<file path="config.mk">
export PLATFORM = sky130hd
export DESIGN_NAME = weight_loader
export DESIGN_NICKNAME = d
export VERILOG_FILES = /design/src/rtl/weight_loader.sv
export SDC_FILE = /design/constraint.sdc
export NUM_CORES = 1
export LEC_CHECK = 0
export ABC_AREA = 1
export CAP_MARGIN = 20
export CORE_ASPECT_RATIO = 0.75
export CORE_UTILIZATION = 53
export CTS_BUF_LIST = sky130_fd_sc_hd__clkbuf_8 sky130_fd_sc_hd__clkbuf_16
export CTS_CLUSTER_DIAMETER = 30
export DETAILED_ROUTE_END_ITERATION = 12
export GPL_TIMING_DRIVEN = 0
export PLACE_DENSITY_LB_ADDON = 0.1
export SLEW_MARGIN = 20
export SYNTH_ARGS = -nofsm -noshare
export SYNTH_HDL_FRONTEND = slang
export SYNTH_SLANG_ARGS = --single-unit
</file>
<file path="constraint.sdc">
create_clock -name clk -period 2.1 [get_ports clk]
set_input_delay 0.63 -clock clk [delete_from_list [all_inputs] [get_ports clk]]
set_output_delay 0.63 -clock clk [all_outputs]
set_load 0.02 [all_outputs]
</file>
<file path="src/rtl/weight_loader.sv">
// Weight loader: unpacks two-lane beats into single-word writes on the PE weight bus.
// Optional running checksum of written words enabled by WEIGHT_LOADER_CHECKSUM_EN.
module weight_loader #(
    parameter int unsigned     DATA_WIDTH  = 16,
    parameter logic [31:0]     BASE_ADDR   = 32'd0,
    parameter longint unsigned NUM_WEIGHTS = 4096
) (
    input  logic                    clk,
    input  logic                    rst_n,
    input  logic                    start,
    input  logic [2*DATA_WIDTH-1:0] i_data,
    input  logic                    i_valid,
    output logic                    i_ready,
    output logic [DATA_WIDTH-1:0]   weight_data,
    output logic [31:0]             weight_addr,
    output logic                    weight_we,
    output logic                    busy,
    output logic                    done,
    output logic [31:0]             checksum
);

    localparam logic [31:0] LAST_IDX  = 32'(NUM_WEIGHTS - 1);
    localparam logic [31:0] NUM_BEATS = 32'((NUM_WEIGHTS + 1) / 2);

    typedef enum logic {IDLE, LOAD} state_t;
    state_t state, state_nxt;

    logic [2*DATA_WIDTH-1:0] hold;
    logic                    hold_vld;
    logic                    lane;
    logic [31:0]             idx;
    logic [31:0]             beats;
    logic                    fin;

    logic                  emit;
    logic                  rel;
    logic                  accept;
    logic [DATA_WIDTH-1:0] cur;

    assign emit    = (state == LOAD) && hold_vld;
    assign cur     = lane ? hold[2*DATA_WIDTH-1:DATA_WIDTH] : hold[DATA_WIDTH-1:0];
    // Odd counts drop lane 1 of the final beat by releasing after the last index.
    assign rel     = lane || (idx == LAST_IDX);
    assign i_ready = (state == LOAD) && (beats < NUM_BEATS) && (!hold_vld || lane);
    assign accept  = i_valid && i_ready;
    assign busy    = (state == LOAD);

    always_ff @(posedge clk or negedge rst_n) begin
        if (!rst_n) state <= IDLE;
        else        state <= state_nxt;
    end

    always_comb begin
        state_nxt = state;
        case (state)
            IDLE: if (start) state_nxt = LOAD;
            LOAD: if (fin)   state_nxt = IDLE;
            default:         state_nxt = IDLE;
        endcase
    end

    always_ff @(posedge clk or negedge rst_n) begin
        if (!rst_n) begin
            hold        <= '0;
            hold_vld    <= 1'b0;
            lane        <= 1'b0;
            idx         <= '0;
            beats       <= '0;
            fin         <= 1'b0;
            weight_data <= '0;
            weight_addr <= '0;
            weight_we   <= 1'b0;
            done        <= 1'b0;
        end else begin
            weight_we <= emit;
            done      <= 1'b0;
            if (state == IDLE) begin
                if (start) begin
                    hold     <= '0;
                    hold_vld <= 1'b0;
                    lane     <= 1'b0;
                    idx      <= '0;
                    beats    <= '0;
                    fin      <= 1'b0;
                end
            end else begin
                if (emit) begin
                    weight_data <= cur;
                    weight_addr <= BASE_ADDR + idx;
                    idx         <= idx + 32'd1;
                    if (idx == LAST_IDX) fin <= 1'b1;
                    if (rel) hold_vld <= 1'b0;
                    else     lane     <= 1'b1;
                end
                // A new beat lands on the same edge lane 1 of the previous one is emitted.
                if (accept) begin
                    hold     <= i_data;
                    hold_vld <= 1'b1;
                    lane     <= 1'b0;
                    beats    <= beats + 32'd1;
                end
                if (fin) begin
                    done <= 1'b1;
                    fin  <= 1'b0;
                end
            end
        end
    end

`ifdef WEIGHT_LOADER_CHECKSUM_EN
    always_ff @(posedge clk or negedge rst_n) begin
        if (!rst_n)                      checksum <= '0;
        else if (state == IDLE && start) checksum <= '0;
        else if (emit)                   checksum <= checksum + 32'(cur);
    end
`else
    assign checksum = '0;
`endif

endmodule
</file>
==> impl_metrics.py, run 1 <==
metrics = {
    "status": {
        "outcome": "complete, but fails checks",
        "violations": "negative setup slack",
    },
    "route": {
        "antenna_left": 0,
        "wirelength_mm": 17.99,
        "post_drt_wl_per_cell_um": 14.85,
        "vias_per_cell": 5.217,
        "firstDrtPassIters": 7,
        "drc_errors": 0,
        "drt_iter0_drc": 492,
        "num_vias": 6318,
    },
    "cts": {
        "cts_buffers": 17,
        "clock-sinks": 150,
        "cts_root_buf": "clkbuf_16",
        "cts_tree": "yes",
        "clk_latency_ns": 0.42,
        "cts_max_path_buffers": 2,
        "cts_hold_buffers": 0,
        "clk_pin_slew_ns": 0.06,
        "h-tree-depth": 4,
    },
    "sta": {
        "rsz0062_at_grt": "true",
        "post-route-min-period_ns": 2.132,
        "finalCritPeriodShare": 1.015,
        "slew_viol_final": 0,
        "max_freq_ghz": 0.4691,
        "fin_skew_ns": 0.008971,
        "fin_ws_ns": -0.03180,
        "final-setup-viol-count": 1,
        "slew_headroom": 0.5078,
        "worst_pin_slew_ns": 0.7383,
        "hold_viol_final": 0,
        "setup_tns_ns": -0.03180,
    },
    "pwr": {
        "p_leak_nw": 4.328,
        "peakVddDrop_mv": 0.7803,
        "power_density_nw_per_um2": 1230,
    },
    "global_routing": {
        "grt_max_degree": 84,
        "grt_pass1_wl_mm": 29.46,
        "antenna_found_initial": 0,
        "grt_pass1_vias": 5864,
        "grt_usage": 0.2764,
        "globalRouteOverflowTotal": 0,
    },
    "placed_design": {
        "place_ws_ns": -0.3460,
        "dp_hpwl_mm": 12.59,
        "gp_congestion": 0.9247,
        "portBuffers": 87,
    },
    "floorplan": {
        "core_um2": 13060,
        "ios": 120,
        "row_count": 36,
        "dieArea_um2": 13910,
        "die_h_um": 102.4,
        "start_util": 0.5454,
        "die_w_um": 135.9,
    },
    "worst_setup_path": {
        "path_max_fanout": 2,
        "worstPathArrival_ns": 1.50,
        "cp-end-kind": "output pin",
        "critical_path_class": "reg -> out",
        "cp_data_required_time_ns": 1.47,
        "startpoint_type": "flop",
    },
    "finish": {
        "antenna_cells": 0,
        "nNetsFinal": 1067,
        "fillers": 1102,
        "areaGrowthSynthToFinish_pct": 26.45,
        "drive_above_1_share": 0.1096,
    },
    "yosys": {
        "synth_area_um2": 7124,
        "ys_types": 31,
        "synth_most_common_cell": "nand2_1",
        "synth.top_cell.area_share": 0.5269,
        "async_flop_share": 1.000,
        "ys_top_cells_by_area": "dfrtp_1 (53%), nand2_1 (9.3%), inv_1 (5.9%)",
        "synth_edf_count": 0,
        "synth_ff_type": "dfrtp_1",
        "syn_area_per_cell_um2": 8.023,
        "seq_area_frac_synth": 0.5269,
        "yosys.area.top_type": "dfrtp_1",
        "synthTopCellsByCount": "nand2_1 (177), dfrtp_1 (150), inv_1 (112), nor2_1 (112), nand3_1 (70)",
        "synth_warnings": 0,
        "ys_ff_latch": 150,
        "syn_inst": 888,
    },
    "min_path": {
        "min_path_type": "in -> async",
    },
    "run": {
        "maxCapViolations": 0,
    },
}
## final cells by class
class	count	area, um^2	area share
Sequential cell	150	3755	0.4168
Multi-Input combinational cell	587	2668	0.2961
Timing Repair Buffer	91	925.9	0.1028
Inverter	116	440.4	0.04889
Clock buffer	18	439.2	0.04875
Buffer	66	412.9	0.04583
Tap cell	171	214.0	0.02375
Clock inverter	12	153.9	0.01708
## logic make-up after synthesis
family	share of synthesized area
fa+ha+maj	0.003512
simple gates	0.2469
flops	0.5269
other cells	0.0005264
compound gates	0.1015
xor+xnor	0.002459
buf+inv	0.1182
## sequential cells by signal (all words and copies together) (netlist names)
register	flops
beats	32
busy	1
done	1
fin	1
hold	32
hold_vld	1
idx	32
lane	1
weight_addr	32
weight_data	16
weight_we	1
## critical path: stages (launching register included)
cell and delay [ns]:
dfrtp_1 0.39, nor2_2 0.14, nand3_1 0.11, nor2_2 0.15, and3_4 0.19, buf_6 0.11
## cell usage in the layout, fill, tap and decap left out, drive strengths merged
cell           synthesis  final
clkinv                 0      4
dfrtp                150    150
buf                   52     57
nor4                   1      1
nand3                 70     70
and3                   1      1
o31ai                  1      1
nand4                 19     19
conb                   1     32
clkdlybuf4s50          0     84
inv                  116    118
nor3                  18     18
o21ai                 94     94
nand2                181    181
o21a                   1      1
nor2                 117    117
clkbuf                14     33
o22ai                  2      2
clkinvlp               0      3
bufinv                 0      3
a22oi                  1      1
a21oi                 42     42
o21bai                 1      1
dlygate4sd2            0      1
ha                     2      2
xor2                   2      2
nand3b                 2      2
## path summary, 6_finish.rpt
kind | endpoint | startpoint | depth (start not counted) | slack (ns)
max | i_ready | beats[12] | 5 | -0.03
max in group asynchronous | beats[20] | rst_n | 2 | 1.17
min | weight_addr[18] | rst_n | 1 | 0.15
min in group clk | weight_addr[13] | weight_addr[13] | 2 | 0.48
max reg2reg | idx[24] | idx[0] | 12 | 0.24
min reg2reg | weight_addr[13] | weight_addr[13] | 2 | 0.48
## through the flow
| stage | instances | cell area [um^2] | total power, mW | utilization | hold WS [ns] |
|---|---|---|---|---|---|
| floorplan | 919 | 7241 | 6.339 | - | 0.3344 |
| global placement | 1177 | 8325 | 7.792 | 0.6374 | 0.4660 |
| detailed placement | 1178 | 8358 | 7.865 | 0.6398 | 0.4702 |
| CTS | 1209 | 8967 | 11.01 | 0.6865 | 0.1825 |
| global route | 1211 | 9009 | 11.70 | 0.6897 | 0.1962 |
| finish | 1211 | 9009 | 11.08 | 0.6897 | 0.1490 |
## repair_timing
action | in CTS | in global routing
resized for setup | 11 | 11
pin swaps | 2 | 8
setup buffers | 1 | 2
setup endpoints to repair | 2 | 11
## where the power goes
| group | internal (mW) | total [mW] | switching, mW | leakage, nW |
|---|---|---|---|---|
| clock | 1.89 | 3.11 | 1.23 | 0.284 |
| combinational | 1.46 | 3.84 | 2.37 | 2.07 |
| sequential | 3.65 | 4.13 | 0.485 | 1.97 |
| total | 7.00 | 11.1 | 4.08 | 4.33 |
## layer usage
| layer | share of wire | track usage |
|---|---|---|
| met1 | 0.47 | 0.4094 |
| met2 | 0.45 | 0.4125 |
| met3 | 0.060 | 0.04315 |
| met4 | 0.019 | 0.1000 |
| met5 | 0 | 0 |
No activity file was read; power rests on OpenSTA's default activity.
==> run 2: changes to the inputs <==
CORE_UTILIZATION = 58   (was 53)
clock period = 2.6 ns   (was 2.1 ns; I/O delays follow)
==> run 2 against run 1 <==
Against the previous run:
- the flow now finishes without violations
- combinational power is 21% lower
- clock power is 13% lower
- sequential share of layout area stayed put
- via count is 0.35% higher
- clock-buffer cell count stayed put
==> impl_metrics.py, run 2 (synthesized netlist as in run 1, its figures left out) <==
metrics = {
    "status": {
        "outcome": "complete, no violations",
    },
    "finish": {
        "stdcell_count": 1202,
        "nNetsFinal": 1067,
        "areaGrowthSynthToFinish_pct": 26.45,
        "layout_common_cells": "nand2_1 (177), dfrtp_1 (149), inv_1 (112), nor2_1 (112), clkdlybuf4s50_1 (85)",
        "postLayoutCellArea_um2": 9009,
        "antenna_cells": 0,
        "final_common_cell": "nand2_1",
        "drive_above_1_share": 0.1000,
    },
    "sta": {
        "hold_viol_final": 0,
        "slew_headroom": 0.5761,
        "post-route-min-period_ns": 2.404,
        "finalCritPeriodShare": 0.9248,
        "fin_skew_ns": 0.007682,
        "max_freq_ghz": 0.4159,
        "worst_pin_slew_ns": 0.6359,
        "slew_viol_final": 0,
        "fin_ws_ns": 0.1956,
        "final-setup-viol-count": 0,
        "rsz0062_at_grt": "false",
        "setup_tns_ns": 0,
    },
    "cts": {
        "clock-sinks": 150,
        "cts_root_buf": "clkbuf_16",
        "clk_latency_ns": 0.42,
        "cts_tree": "yes",
        "h-tree-depth": 4,
        "cts_buffers": 17,
        "cts_max_path_buffers": 2,
        "clk_pin_slew_ns": 0.06,
    },
    "floorplan": {
        "die_w_um": 130.0,
        "dieArea_um2": 12740,
        "ios": 120,
        "core_um2": 11780,
        "die_h_um": 97.98,
        "row_count": 34,
        "start_util": 0.6046,
    },
    "route": {
        "wirelength_mm": 18.02,
        "vias_per_cell": 5.275,
        "drt_iter0_drc": 593,
        "antenna_left": 0,
        "drc_errors": 0,
        "firstDrtPassIters": 7,
        "num_vias": 6340,
        "post_drt_wl_per_cell_um": 14.99,
    },
    "global_routing": {
        "antenna_found_initial": 0,
        "grt_pass1_vias": 5959,
        "grt_use_met3": 0.06356,
        "globalRouteMet1Util": 0.4271,
        "grt_most_used_layer": "met2",
        "grt_max_degree": 94,
        "grt_pass1_wl_mm": 29.25,
        "met2_usage": 0.4657,
        "globalRouteOverflowTotal": 0,
        "grt_usage": 0.3002,
    },
    "worst_setup_path": {
        "r2r_cells": 12,
        "cp-end-kind": "output pin",
        "worstPathArrival_ns": 1.62,
        "cp-endpoint": "i_ready",
        "path_max_fanout": 10,
        "crit_chain": "buf_4 > inv_4 > nand2_1 > nand2_1 > nor2_1 > and3_1 > clkbuf_2",
        "critical_path_class": "reg -> out",
        "critPathSlowestCell": "dfrtp_1",
        "crit_start": "lane",
        "startpoint_type": "flop",
        "r2r_start": "idx[0]",
        "critPathMostFrequentCell": "nand2_1",
        "regToRegSetupSlack_ns": 0.77,
        "cpPeakStageDelay_ns": 0.33,
        "cp_data_required_time_ns": 1.82,
        "r2r-end": "idx[24]",
    },
    "placed_design": {
        "dp_hpwl_mm": 12.58,
        "placed_area_um2": 8347,
        "dp_cells": 1169,
        "portBuffers": 87,
        "gp_congestion": 0.9268,
        "place_ws_ns": 0.05017,
    },
    "pwr": {
        "power_density_nw_per_um2": 1006,
        "peakVddDrop_mv": 0.6801,
        "p_leak_nw": 4.338,
    },
    "min_path": {
        "min_path_type": "in -> async",
    },
    "run": {
        "maxCapViolations": 0,
    },
}
-- run 2: changes by cell type in the layout (fill, tap and decap cells not counted), sizes merged --
cell           change
clkdlybuf4s50      +1
clkinvlp           -1
dlygate4sd2        -1
clkinv             -1
bufinv             +2
-- run 2: layer usage --
metal / part of all wire / up-vias
li1: - / 3048
met1: 0.45 / 2993
met2: 0.46 / 265
met3: 0.071 / 34
met4: 0.017 / 0
met5: 0 / -
-- run 2: layout make-up --
cell class | instances | area [um^2]
Inverter | 116 | 437.9
Fill cell | 880 | 2775
Sequential cell | 150 | 3755
Buffer | 66 | 406.6
Clock buffer | 18 | 439.2
Timing Repair Buffer | 91 | 920.9
Clock inverter | 12 | 201.4
Tap cell | 162 | 202.7
Multi-Input combinational cell | 587 | 2645
-- run 2: how the worst min path moves through the flow --
stage	cells past startpoint	slack, ns	startpoint	to
finish	1	0.28	rst_n	weight_addr[18]
global route	1	0.30	rst_n	weight_addr[18]
CTS	1	0.29	rst_n	weight_addr[18]
detailed placement	2	0.47	weight_addr[12]	weight_addr[12]
global placement	2	0.46	weight_addr[12]	weight_addr[12]
floorplan	1	0.47	idx[21]	idx[21]
-- run 2: repair_timing --
item | in CTS | in global routing
hold buffers | 0 | 0
pin swaps | 0 | 0
hold endpoints to repair | 0 | 0
endpoints found under the setup margin | 1 | 1
resized for setup | 3 | 2
buffers inserted | 0 | 3
-- run 2: through the flow --
| step | power, mW | hold WS [ns] | util |
|---|---|---|---|
| global placement | 6.263 | 0.4648 | 0.7056 |
| finish | 9.065 | 0.2769 | 0.7645 |
| global route | 9.539 | 0.3048 | 0.7645 |
| detailed placement | 6.349 | 0.4717 | 0.7083 |
| floorplan | 5.120 | 0.4676 | - |
| CTS | 9.050 | 0.2913 | 0.7629 |
-- run 2: worst max-delay path: cells and delay by family, from the launching register on --
family        cells  cell delay [ns]
flops             1             0.33
simple gates      4             0.48
buf+inv           3             0.40
-- run 2: report_power, final --
part           switching [mW]  internal, mW  leakage [nW]
logic                    1.91          1.13          2.06
clock network           0.976          1.72         0.309
registers               0.384          2.95          1.97
